File: config.mk
export PLATFORM = sky130hd
export DESIGN_NAME = approx_mul_err_sweep
export DESIGN_NICKNAME = d
export VERILOG_FILES = /design/src/rtl/approx_mul_err_sweep.sv
export SDC_FILE = /design/constraint.sdc
export NUM_CORES = 1
export LEC_CHECK = 0
export ABC_AREA = 1
export CORE_MARGIN = 5
export CORE_UTILIZATION = 53
export DETAILED_ROUTE_END_ITERATION = 8
export HOLD_SLACK_MARGIN = 0.06
export MAX_ROUTING_LAYER = met4
export PLACE_DENSITY = 0.73
export SETUP_SLACK_MARGIN = 0.3
export SLEW_MARGIN = 20
export SYNTH_ARGS = -nofsm -noshare
export SYNTH_HDL_FRONTEND = slang
export SYNTH_SLANG_ARGS = --single-unit
File: constraint.sdc
create_clock -name clk -period 21.2 [get_ports clk]
set_clock_uncertainty 0.2 [all_clocks]
set_input_delay 5.3 -clock clk [delete_from_list [all_inputs] [get_ports clk]]
set_output_delay 5.3 -clock clk [all_outputs]
set_load 0.02 [all_outputs]
File: src/rtl/approx_mul_err_sweep.sv
// Error-statistics sweep engine for a combinational approximate multiplier.
// Latency: start accepted in cycle 0 -> done high in cycle 2^(2*WIDTH)+3 (2-stage error pipeline).
// Backpressure: none; start is ignored while busy, and results are held in DONE until the next start.
//
// Ports: clk/rst_n (async active-low); start pulse; op_a/op_b drive the multiplier and approx_p
// returns its product combinationally; busy/done status; sse, max_abs_err, wce_a/wce_b and
// err_count hold the statistics. With ERR_BIAS_EN defined, an extra signed err_sum output
// holds the running sum of signed errors.
module approx_mul_err_sweep #(
  parameter int WIDTH = 8
) (
  input  logic                 clk,
  input  logic                 rst_n,
  input  logic                 start,
  output logic [WIDTH-1:0]     op_a,
  output logic [WIDTH-1:0]     op_b,
  input  logic [2*WIDTH-1:0]   approx_p,
  output logic                 busy,
  output logic                 done,
  output logic [6*WIDTH-1:0]   sse,
  output logic [2*WIDTH-1:0]   max_abs_err,
  output logic [WIDTH-1:0]     wce_a,
  output logic [WIDTH-1:0]     wce_b,
  output logic [2*WIDTH:0]     err_count
`ifdef ERR_BIAS_EN
  ,
  output logic signed [4*WIDTH:0] err_sum
`endif
);

  localparam int PW = 2 * WIDTH;      // product / index width
  localparam int EW = PW + 1;         // signed error width
  localparam int SW = 6 * WIDTH;      // sum of squared errors width

  typedef enum logic [1:0] {ST_IDLE, ST_SWEEP, ST_DRAIN, ST_DONE} state_t;

  state_t                state_q, state_d;
  logic [PW-1:0]         idx_q, idx_d;
  logic                  drain_q, drain_d;

  // stage 1: signed error of the pair currently on the multiplier
  logic                  s1_vld_q, s1_vld_d;
  logic signed [EW-1:0]  s1_err_q, s1_err_d;
  logic [WIDTH-1:0]      s1_a_q, s1_a_d;
  logic [WIDTH-1:0]      s1_b_q, s1_b_d;

  // stage 2: accumulators
  logic [SW-1:0]         sse_q, sse_d;
  logic [PW-1:0]         max_q, max_d;
  logic [WIDTH-1:0]      wce_a_q, wce_a_d;
  logic [WIDTH-1:0]      wce_b_q, wce_b_d;
  logic [EW-1:0]         cnt_q, cnt_d;
`ifdef ERR_BIAS_EN
  logic signed [4*WIDTH:0] sum_q, sum_d;
`endif

  logic                  accept;
  logic [PW-1:0]         exact_p;
  logic signed [EW-1:0]  err_now;
  logic [EW-1:0]         abs_e;
  logic [PW-1:0]         abs_cap;
  logic [2*EW-1:0]       sq;

  // idx is itself a register, so the operands leave the block registered
  assign op_a = idx_q[WIDTH-1:0];
  assign op_b = idx_q[PW-1:WIDTH];

  always_comb begin
    state_d  = state_q;
    idx_d    = idx_q;
    drain_d  = drain_q;
    accept   = 1'b0;

    case (state_q)
      ST_IDLE, ST_DONE: begin
        if (start) begin
          accept  = 1'b1;
          state_d = ST_SWEEP;
          idx_d   = '0;
        end
      end
      ST_SWEEP: begin
        // last pair is issued this cycle; idx holds rather than wrapping
        if (idx_q == {PW{1'b1}}) begin
          state_d = ST_DRAIN;
          drain_d = 1'b0;
        end else begin
          idx_d = idx_q + PW'(1);
        end
      end
      ST_DRAIN: begin
        // two cycles: last pair moves through stage 1, then stage 2
        if (drain_q) state_d = ST_DONE;
        else         drain_d = 1'b1;
      end
      default: state_d = ST_IDLE;
    endcase
  end

  always_comb begin
    exact_p  = {{WIDTH{1'b0}}, op_a} * {{WIDTH{1'b0}}, op_b};
    err_now  = $signed({1'b0, approx_p}) - $signed({1'b0, exact_p});
    s1_vld_d = (state_q == ST_SWEEP);
    s1_err_d = err_now;
    s1_a_d   = op_a;
    s1_b_d   = op_b;
  end

  always_comb begin
    abs_e   = s1_err_q[EW-1] ? $unsigned(-s1_err_q) : $unsigned(s1_err_q);
    // magnitude above the product range saturates for storage
    abs_cap = abs_e[EW-1] ? {PW{1'b1}} : abs_e[PW-1:0];
    sq      = {{EW{1'b0}}, abs_e} * {{EW{1'b0}}, abs_e};

    sse_d   = sse_q;
    max_d   = max_q;
    wce_a_d = wce_a_q;
    wce_b_d = wce_b_q;
    cnt_d   = cnt_q;
`ifdef ERR_BIAS_EN
    sum_d   = sum_q;
`endif

    if (accept) begin
      sse_d   = '0;
      max_d   = '0;
      wce_a_d = '0;
      wce_b_d = '0;
      cnt_d   = '0;
`ifdef ERR_BIAS_EN
      sum_d   = '0;
`endif
    end else if (s1_vld_q) begin
      sse_d = sse_q + SW'(sq);
      cnt_d = cnt_q + {{PW{1'b0}}, (s1_err_q != '0)};
      // strict compare keeps the earliest pair in sweep order on ties
      if (abs_cap > max_q) begin
        max_d   = abs_cap;
        wce_a_d = s1_a_q;
        wce_b_d = s1_b_q;
      end
`ifdef ERR_BIAS_EN
      sum_d = sum_q + {{(4*WIDTH+1-EW){s1_err_q[EW-1]}}, s1_err_q};
`endif
    end
  end

  always_ff @(posedge clk or negedge rst_n) begin
    if (!rst_n) begin
      state_q  <= ST_IDLE;
      idx_q    <= '0;
      drain_q  <= 1'b0;
      s1_vld_q <= 1'b0;
      s1_err_q <= '0;
      s1_a_q   <= '0;
      s1_b_q   <= '0;
      sse_q    <= '0;
      max_q    <= '0;
      wce_a_q  <= '0;
      wce_b_q  <= '0;
      cnt_q    <= '0;
`ifdef ERR_BIAS_EN
      sum_q    <= '0;
`endif
    end else begin
      state_q  <= state_d;
      idx_q    <= idx_d;
      drain_q  <= drain_d;
      s1_vld_q <= s1_vld_d;
      s1_err_q <= s1_err_d;
      s1_a_q   <= s1_a_d;
      s1_b_q   <= s1_b_d;
      sse_q    <= sse_d;
      max_q    <= max_d;
      wce_a_q  <= wce_a_d;
      wce_b_q  <= wce_b_d;
      cnt_q    <= cnt_d;
`ifdef ERR_BIAS_EN
      sum_q    <= sum_d;
`endif
    end
  end

  assign busy        = (state_q == ST_SWEEP) || (state_q == ST_DRAIN);
  assign done        = (state_q == ST_DONE);
  assign sse         = sse_q;
  assign max_abs_err = max_q;
  assign wce_a       = wce_a_q;
  assign wce_b       = wce_b_q;
  assign err_count   = cnt_q;
`ifdef ERR_BIAS_EN
  assign err_sum     = sum_q;
`endif

endmodule

==> results of run 1 <==
worst register-to-register path, delay by kind of cell, from the launching register on:
family / cells / cell delay (ns)
and+or+nand+nor: 10 / 1.93
DFF: 1 / 0.52
adders and majority gates: 8 / 3.71
AOI/OAI and AO/OA: 3 / 0.44
buffers and inverters: 9 / 1.51
cell families (layout without fill, tap and decap cells):
family	count (synthesis)	count (layout)	share of synthesized area
buf+inv	758	873	0.146
fa+ha+maj	450	450	0.380
simple gates	1020	1020	0.215
mux	2	2	0.00105
compound gates	205	205	0.0565
other cells	2	12	0.000372
xor+xnor	34	34	0.0157
flops	150	150	0.186
through the flow:
stage | hold WS (ns) | worst slack, ns
final | 0.243 | 12.23
after global placement | 0.222 | 11.81
after floorplan | 0.218 | 12.51
after global routing | 0.268 | 11.87
after CTS | 0.247 | 12.24
after detailed placement | 0.232 | 11.76
routing by layer:
metal	vias to the layer above	global-route usage	share of wire
li1	7994	-	-
met4	0	0.0758	0.026
met3	111	0.0523	0.075
met1	8077	0.385	0.44
met5	-	-	0
met2	588	0.448	0.46
worst paths after layout:
path	slack [ns]	cells after the start	from	end
setup / recovery	12.23	12	approx_p[6]	s1_err_q[11]$_DFF_PN0_
hold / removal	0.24	2	s1_a_q[2]$_DFF_PN0_	wce_a[2]$_DFFE_PN0P_
setup reg to reg	12.79	30	s1_err_q[0]$_DFF_PN0_	sse[38]$_DFFE_PN0P_
hold reg to reg	0.24	2	s1_a_q[2]$_DFF_PN0_	wce_a[2]$_DFFE_PN0P_
max in group asynchronous	14.77	2	rst_n	max_abs_err[5]$_DFFE_PN0P_
min in group asynchronous	4.76	1	rst_n	err_count[7]$_DFFE_PN0P_
state kept, by name, indices dropped and copies added (netlist names):
signal	count
drain_q	1
wce_b	8
idx_q	16
sse	48
state_q	2
err_count	17
s1_a_q	8
max_abs_err	16
wce_a	8
s1_b_q	8
s1_err_q	17
s1_vld_q	1
final cells by class:
| type | count | area (sq um) | area share |
|---|---|---|---|
| antenna | 1 | 2.50 | 0.000111 |
| clock buffer | 19 | 443 | 0.0197 |
| clock inverter | 12 | 95.1 | 0.00422 |
| inverter | 698 | 2620 | 0.116 |
| multi-input combinational | 1722 | 13500 | 0.602 |
| sequential | 150 | 3750 | 0.167 |
| tap | 511 | 639 | 0.0284 |
| timing repair buffer | 144 | 1420 | 0.0628 |
cell usage in the layout, fill, tap and decap left out, types with 6 or more instances in the layout:
cell	netlist	final
inv_1	682	682
nor2_4	7	7
buf_4	8	11
inv_2	15	15
a21oi_1	91	91
nand2_4	7	7
fa_1	272	272
xnor2_1	11	11
nand3_2	6	6
ha_1	178	178
dfrtp_1	150	150
nor2_2	10	11
nand3_1	100	100
o31ai_1	8	8
o21bai_1	8	8
nand2_2	8	9
nand2_1	635	634
nand4_1	16	16
nand3b_1	10	10
xor2_1	22	22
conb_1	2	11
a22o_1	6	6
nor2_1	176	175
clkbuf_16	0	17
o21ai_0	67	67
clkdlybuf4s50_1	0	132
nor3_1	27	27
==> metrics.cfg, run 1 <==
[clock_tree]
cts_resized=0
cts-root-buf=clkbuf_16
cts_buffers=17
cts_tree=done
cts_buffer_depth=2
clock_sinks=150
cts_hold_buffers=0
clock_latency_ns=0.44
clkTransAtPathRegs_ns=0.07
post-cts-setup-buffer-count=0
htree_levels=4

[synthesis]
yosys-top-cells-count=inv_1, nand2_1, fa_1
syn_area_per_cell_sq_um=7.71
synthFlopType=dfrtp_1
synthArstFlopShare=1.00
synth_cells=2621
synth_edf_count=0
synth_cell_types=53
ys_ff_latch=150
syn-cell-area_sq_um=20200
ys_seq_area_frac=0.186
ys_warn_count=0
synth_area_leaders=fa_1, dfrtp_1, inv_1, nand2_1, ha_1
post-synth-top-area-fraction=0.269
synth_most_common_cell=inv_1
yosysTopAreaCell=fa_1

[floorplanning]
top_level_ports=134
start_util=0.537
die_area_sq_um=42100
std_cell_rows=71
chipWidth_microns=205
core_area_sq_um=37700
die_h_microns=205

[status]
status=complete, no violations

[route]
drtAntennaViolNets=0
firstDrtPassIters=6
drc=0
drt-initial-drc-count=1095
wire_per_inst_microns=17.1
via_count=16800
vias_per_cell=5.15
wirelength_mm=55.7

[timing]
hold_violations=0
rsz0062_at_grt=no
finalSetupTns_ns=0
report.final.slew_viol_count=0
worst_pin_slew_ns=0.913
min_period_ns=8.97
period_share=0.423
relSlewSlack=0.391
fmax_mhz=111
setup_viol=0

[worst_setup_path]
path_class=input port to flop
critPathMaxFanout=6
crit_path_top_delay_cell=fa_1
crit_family=adder cells
cp.required_ns=21.31
cp_slowest_stage_delay_ns=0.53
crit_arrival_ns=9.08
path_cells=clkdlybuf4s50_1 -> fa_1 -> fa_1 -> inv_1 -> fa_1 -> inv_1 -> fa_1 -> ha_1 -> nand2_1 -> o21ai_0 -> a21oi_1 -> xnor2_1
cp_common_cell=fa_1
cp_num_buf_inv=3
critPathCaptureType=flop
startpoint_type=input port

[place]
place.gp.congestion=0.986
place.detailed.hpwl_mm=45.0
dp.cells=3225
port_buffers=133
dpl-instance-area_sq_um=22000

[final_layout]
fin_nets=3202
final_cells=3257
layout-drive-gt1-share=0.0415
utilization=0.598
design_area_sq_um=22500
fillCellCount=3529
area_delta_synth_final_pct=11.4

[grt]
grt_max_degree=97
grt-ovfl-total=0
grt_pass1_vias=17600
grt.total_usage=0.285
antenna_found_initial=1
grt_pass1_wl_mm=92.1

[flow_run]
maxCapViolations=0

[worst_hold_path]
hp-class=flop to flop

Power of run 1 is not shown: default switching activity piles up to over one toggle a cycle in this logic, so the estimate is an artifact.
==> run 2: changes to the inputs <==
clock period = 9 ns   (was 21.2 ns; I/O delays follow)
==> metrics.cfg, run 2 (synthesized netlist as in run 1, its figures left out) <==
[status]
status=complete, no violations

[clock_tree]
cts_buffers=17  ; unchanged
clock_latency_ns=0.43  ; about the same
cts_buffer_depth=2  ; unchanged
htree_levels=4  ; unchanged
post-cts-setup-buffer-count=0  ; unchanged
clock_sinks=150  ; unchanged
cts_resized=0  ; unchanged
cts_tree=done
clkTransAtPathRegs_ns=0.07  ; about the same
cts-root-buf=clkbuf_16
cts_hold_buffers=0  ; unchanged

[final_layout]
fin_nets=3200  ; -0.062%
largest_reg_flops=48  ; unchanged
layout-drive-gt1-share=0.0412  ; -0.000349
n_antenna_cell=0  ; -1
area_delta_synth_final_pct=11.8
layout_commonest_cell=inv_1
mostFrequentLayoutCells=inv_1, nand2_1, fa_1, ha_1, nor2_1

[route]
firstDrtPassIters=5  ; -1
drtAntennaViolNets=0  ; unchanged
drc=0  ; unchanged
via_count=16800  ; -0.12%
vias_per_cell=5.15  ; about the same
wirelength_mm=55.5  ; -0.36%
wire_per_inst_microns=17.1  ; -0.30%
drt-initial-drc-count=1133  ; +3.5%

[floorplanning]
top_level_ports=134  ; unchanged
std_cell_rows=71  ; unchanged
core_area_sq_um=37700  ; unchanged
die_h_microns=205  ; unchanged
chipWidth_microns=205  ; unchanged
start_util=0.537  ; unchanged
die_area_sq_um=42100  ; unchanged

[grt]
grt_pass1_vias=17800  ; +0.97%
antenna_found_initial=0  ; -1
grt-ovfl-total=0  ; unchanged
grt_pass1_wl_mm=92.4  ; +0.34%
grt_max_degree=94  ; -3.1%
grt.total_usage=0.285  ; about the same

[worst_setup_path]
crit_path_top_delay_cell=fa_1
crit_family=adder cells
cp.required_ns=9.12  ; -12.19 ns
critPathCaptureType=flop
cp_num_buf_inv=6  ; +3
path_class=flop to flop
cp_common_cell=nand2_1
critPathMaxFanout=18  ; +12
startpoint_type=flop
cp_slowest_stage_delay_ns=0.57  ; +0.04 ns
crit_arrival_ns=8.06  ; -1.02 ns

[timing]
report.final.slew_viol_count=0  ; unchanged
setup_viol=0  ; unchanged
worst_pin_slew_ns=0.913  ; -0.000464 ns
min_period_ns=7.95
fmax_mhz=126
hold_violations=0  ; unchanged
finalSetupTns_ns=0  ; unchanged
rsz0062_at_grt=no
relSlewSlack=0.392  ; about the same
period_share=0.883

[place]
place.gp.congestion=0.996  ; +0.96%
port_buffers=133  ; unchanged
place.detailed.hpwl_mm=45.5  ; +0.94%

[worst_hold_path]
hp-class=flop to flop

[flow_run]
maxCapViolations=0  ; unchanged

run 2: changes by cell type in the layout (fill, tap and decap cells not counted), sizes merged:
cell,change
bufinv,+3
inv,+4
diode,-1
clkbuf,-1
buf,-2
clkinv,-4
clkinvlp,-1
run 2: metal layers:
metal | up-vias | wire length, microns | global-route usage
li1 | 7978 | - | -
met1 | 8100 | 24600 | 0.390
met2 | 592 | 25800 | 0.448
met3 | 80 | 3890 | 0.0465
met4 | 0 | 1240 | 0.0754
met5 | - | 0 | -
run 2: worst register-to-register path: cells and delay by family, from the launching register on:
kind                     cells  cell delay [ns]
buffers and inverters        6             0.81
adder cells (fa/ha/maj)      8             3.70
AND/OR/NAND/NOR             18             2.71
flip-flops                   1             0.42
run 2: layout make-up:
cell class | instances | area [sq um]
fillers | 3471 | 15100
multi-input cells | 1722 | 13500
flip-flops and latches | 150 | 3750
inverters | 698 | 2620
repair buffers | 142 | 1400
well taps | 511 | 639
clock buffers | 18 | 429
clock inverters | 14 | 201
run 2: worst paths after layout:
check / depth (start not counted) / from / endpoint / slack, ns
max in group asynchronous: 2 / rst_n / max_abs_err[8]$_DFFE_PN0P_ / 5.55
worst min-delay path: 2 / s1_a_q[5]$_DFF_PN0_ / wce_a[5]$_DFFE_PN0P_ / 0.24
worst max register to register: 32 / s1_err_q[0]$_DFF_PN0_ / sse[43]$_DFFE_PN0P_ / 1.05
min in group asynchronous: 1 / rst_n / err_count[7]$_DFFE_PN0P_ / 1.74
worst max-delay path: 32 / s1_err_q[0]$_DFF_PN0_ / sse[43]$_DFFE_PN0P_ / 1.05
worst min register to register: 2 / s1_a_q[5]$_DFF_PN0_ / wce_a[5]$_DFFE_PN0P_ / 0.24
run 2: stage by stage:
stage / util / worst slack, ns / instances / hold WS, ns / instance area, sq um
after detailed placement: 0.583 / 1.10 / 3223 / 0.233 / 22000
after global routing: 0.600 / 0.551 / 3255 / 0.259 / 22600
after floorplan: - / 2.20 / 2630 / 0.218 / 20200
final: 0.600 / 1.05 / 3255 / 0.241 / 22600
after CTS: 0.600 / 1.08 / 3255 / 0.245 / 22600
after global placement: 0.583 / 1.24 / 3223 / 0.224 / 22000
Power of run 2 is left out for the same reason.
==> run 3: changes to the inputs <==
GPL_TIMING_DRIVEN = 0   (was unset)
==> metrics.cfg, run 3 (synthesized netlist as in run 1, its figures left out) <==
[floorplanning]
std_cell_rows=71  ; unchanged
die_h_microns=205  ; unchanged
chipWidth_microns=205  ; unchanged
die_area_sq_um=42100  ; unchanged
top_level_ports=134  ; unchanged
core_area_sq_um=37700  ; unchanged
start_util=0.537  ; unchanged

[place]
place.detailed.hpwl_mm=46.6  ; +2.6%
port_buffers=133  ; unchanged
place.gp.congestion=0.955  ; -4.1%
dpl-instance-area_sq_um=22200  ; +1.3%

[worst_setup_path]
critPathCaptureType=flop
crit_path_top_delay_cell=fa_1
reg2reg_slack_ns=0.79  ; -0.27 ns
startpoint_type=flop
cp.required_ns=9.12  ; about the same
crit_path_start=s1_err_q[0]$_DFF_PN0_
crit_arrival_ns=8.33  ; +0.27 ns
cp_num_buf_inv=6  ; unchanged
cp_common_cell=nand2_1
path_class=flop to flop
cp_slowest_stage_delay_ns=0.58  ; about the same
timing.rr.start=s1_err_q[0]$_DFF_PN0_
critPathMaxFanout=10  ; -8
crit_family=adder cells

[clock_tree]
cts_buffers=17  ; unchanged
clock_latency_ns=0.43  ; about the same
cts_tree=done
cts_hold_buffers=0  ; unchanged
clock_sinks=150  ; unchanged
htree_levels=4  ; unchanged
cts-root-buf=clkbuf_16
cts_buffer_depth=2  ; unchanged
clkTransAtPathRegs_ns=0.07  ; about the same

[timing]
worst_pin_slew_ns=0.818  ; -0.0950 ns
fmax_mhz=122  ; -3.2%
rsz0062_at_grt=no
setup_viol=0  ; unchanged
min_period_ns=8.21  ; +0.265 ns
finalSetupTns_ns=0  ; unchanged
period_share=0.912  ; +0.0295
report.final.slew_viol_count=0  ; unchanged
hold_violations=0  ; unchanged
relSlewSlack=0.455  ; +0.0633

[final_layout]
fillCellCount=3410  ; -1.8%
n_antenna_cell=0  ; unchanged
area_delta_synth_final_pct=13.0
design_area_sq_um=22800  ; +1.1%
layout-drive-gt1-share=0.0501  ; +0.00893
fin_nets=3252  ; +1.6%
layout_commonest_cell=inv_1
largest_reg_flops=48  ; unchanged
mostFrequentLayoutCells=inv_1, nand2_1, fa_1, ha_1, nor2_1

[grt]
grt_pass1_vias=17600  ; -1.0%
grt_pass1_wl_mm=91.6  ; -0.83%
antenna_found_initial=0  ; unchanged
grt_max_degree=99  ; +5.3%
grt-ovfl-total=0  ; unchanged
grt.total_usage=0.285  ; about the same

[route]
firstDrtPassIters=6  ; +1
wire_per_inst_microns=17.0  ; -0.36%
drc=0  ; unchanged
drt-initial-drc-count=1024  ; -9.6%
wirelength_mm=56.1  ; +1.2%
vias_per_cell=5.12  ; -0.57%
drtAntennaViolNets=0  ; unchanged
via_count=16900  ; +0.96%

[flow_run]
maxCapViolations=0  ; unchanged

[worst_hold_path]
hp-class=flop to flop
holdCritStartpoint=s1_b_q[3]$_DFF_PN0_

[status]
status=complete, no violations

==> run 3: changes by cell type in the layout (fill, tap and decap cells not counted), moves of 2 or more <==
cell / before / now
inv_8: 3 / 0
clkbuf_8: 0 / 2
buf_8: 0 / 2
buf_6: 1 / 4
clkinvlp_4: 0 / 3
inv_6: 7 / 3
clkbuf_1: 1 / 22
buf_2: 0 / 23
clkbuf_2: 0 / 2
==> run 3: layout make-up <==
class	count	area [sq um]	share of cell area
clock inverters	10	123	0.00537
clock buffers	20	457	0.0200
well taps	511	639	0.0280
repair buffers	134	1360	0.0597
inverters	698	2620	0.115
multi-input cells	1722	13500	0.593
plain buffers	60	328	0.0144
flip-flops and latches	150	3750	0.164
==> run 3: final timing paths <==
kind / end / cells after the start
setup / recovery: sse[33]$_DFFE_PN0P_ / 32
hold / removal: wce_b[3]$_DFFE_PN0P_ / 2
setup reg to reg: sse[33]$_DFFE_PN0P_ / 32
hold reg to reg: wce_b[3]$_DFFE_PN0P_ / 2
max in group asynchronous: s1_err_q[10]$_DFF_PN0_ / 2
min in group asynchronous: err_count[10]$_DFFE_PN0P_ / 1
==> run 3: metrics by stage <==
stage / hold slack, ns / cells / util / setup WS [ns]
after floorplan: 0.218 / 2630 / - / 2.20
after global placement: 0.225 / 3274 / 0.590 / -0.821
after detailed placement: 0.230 / 3275 / 0.591 / 0.536
after CTS: 0.246 / 3305 / 0.606 / 0.504
after global routing: 0.262 / 3305 / 0.606 / 0.335
final: 0.246 / 3305 / 0.606 / 0.788
==> run 3: worst min-delay path, cell delays in order (launching register included) <==
cell     delay (ns)
dfrtp_1        0.32
nand2_1        0.05
nand2_1        0.06
==> run 3: layer usage <==
layer	vias up	GRT usage	routed length (microns)
li1	8097	-	-
met1	8166	0.394	24900
met2	554	0.436	25500
met3	94	0.0528	4250
met4	0	0.0792	1520
met5	-	-	0
==> run 3: repair_timing <==
item | in CTS | in global routing
gates resized for setup | 0 | 5
setup buffers | 0 | 0
endpoints found under the setup margin | 0 | 32
Power of run 3 is left out for the same reason.
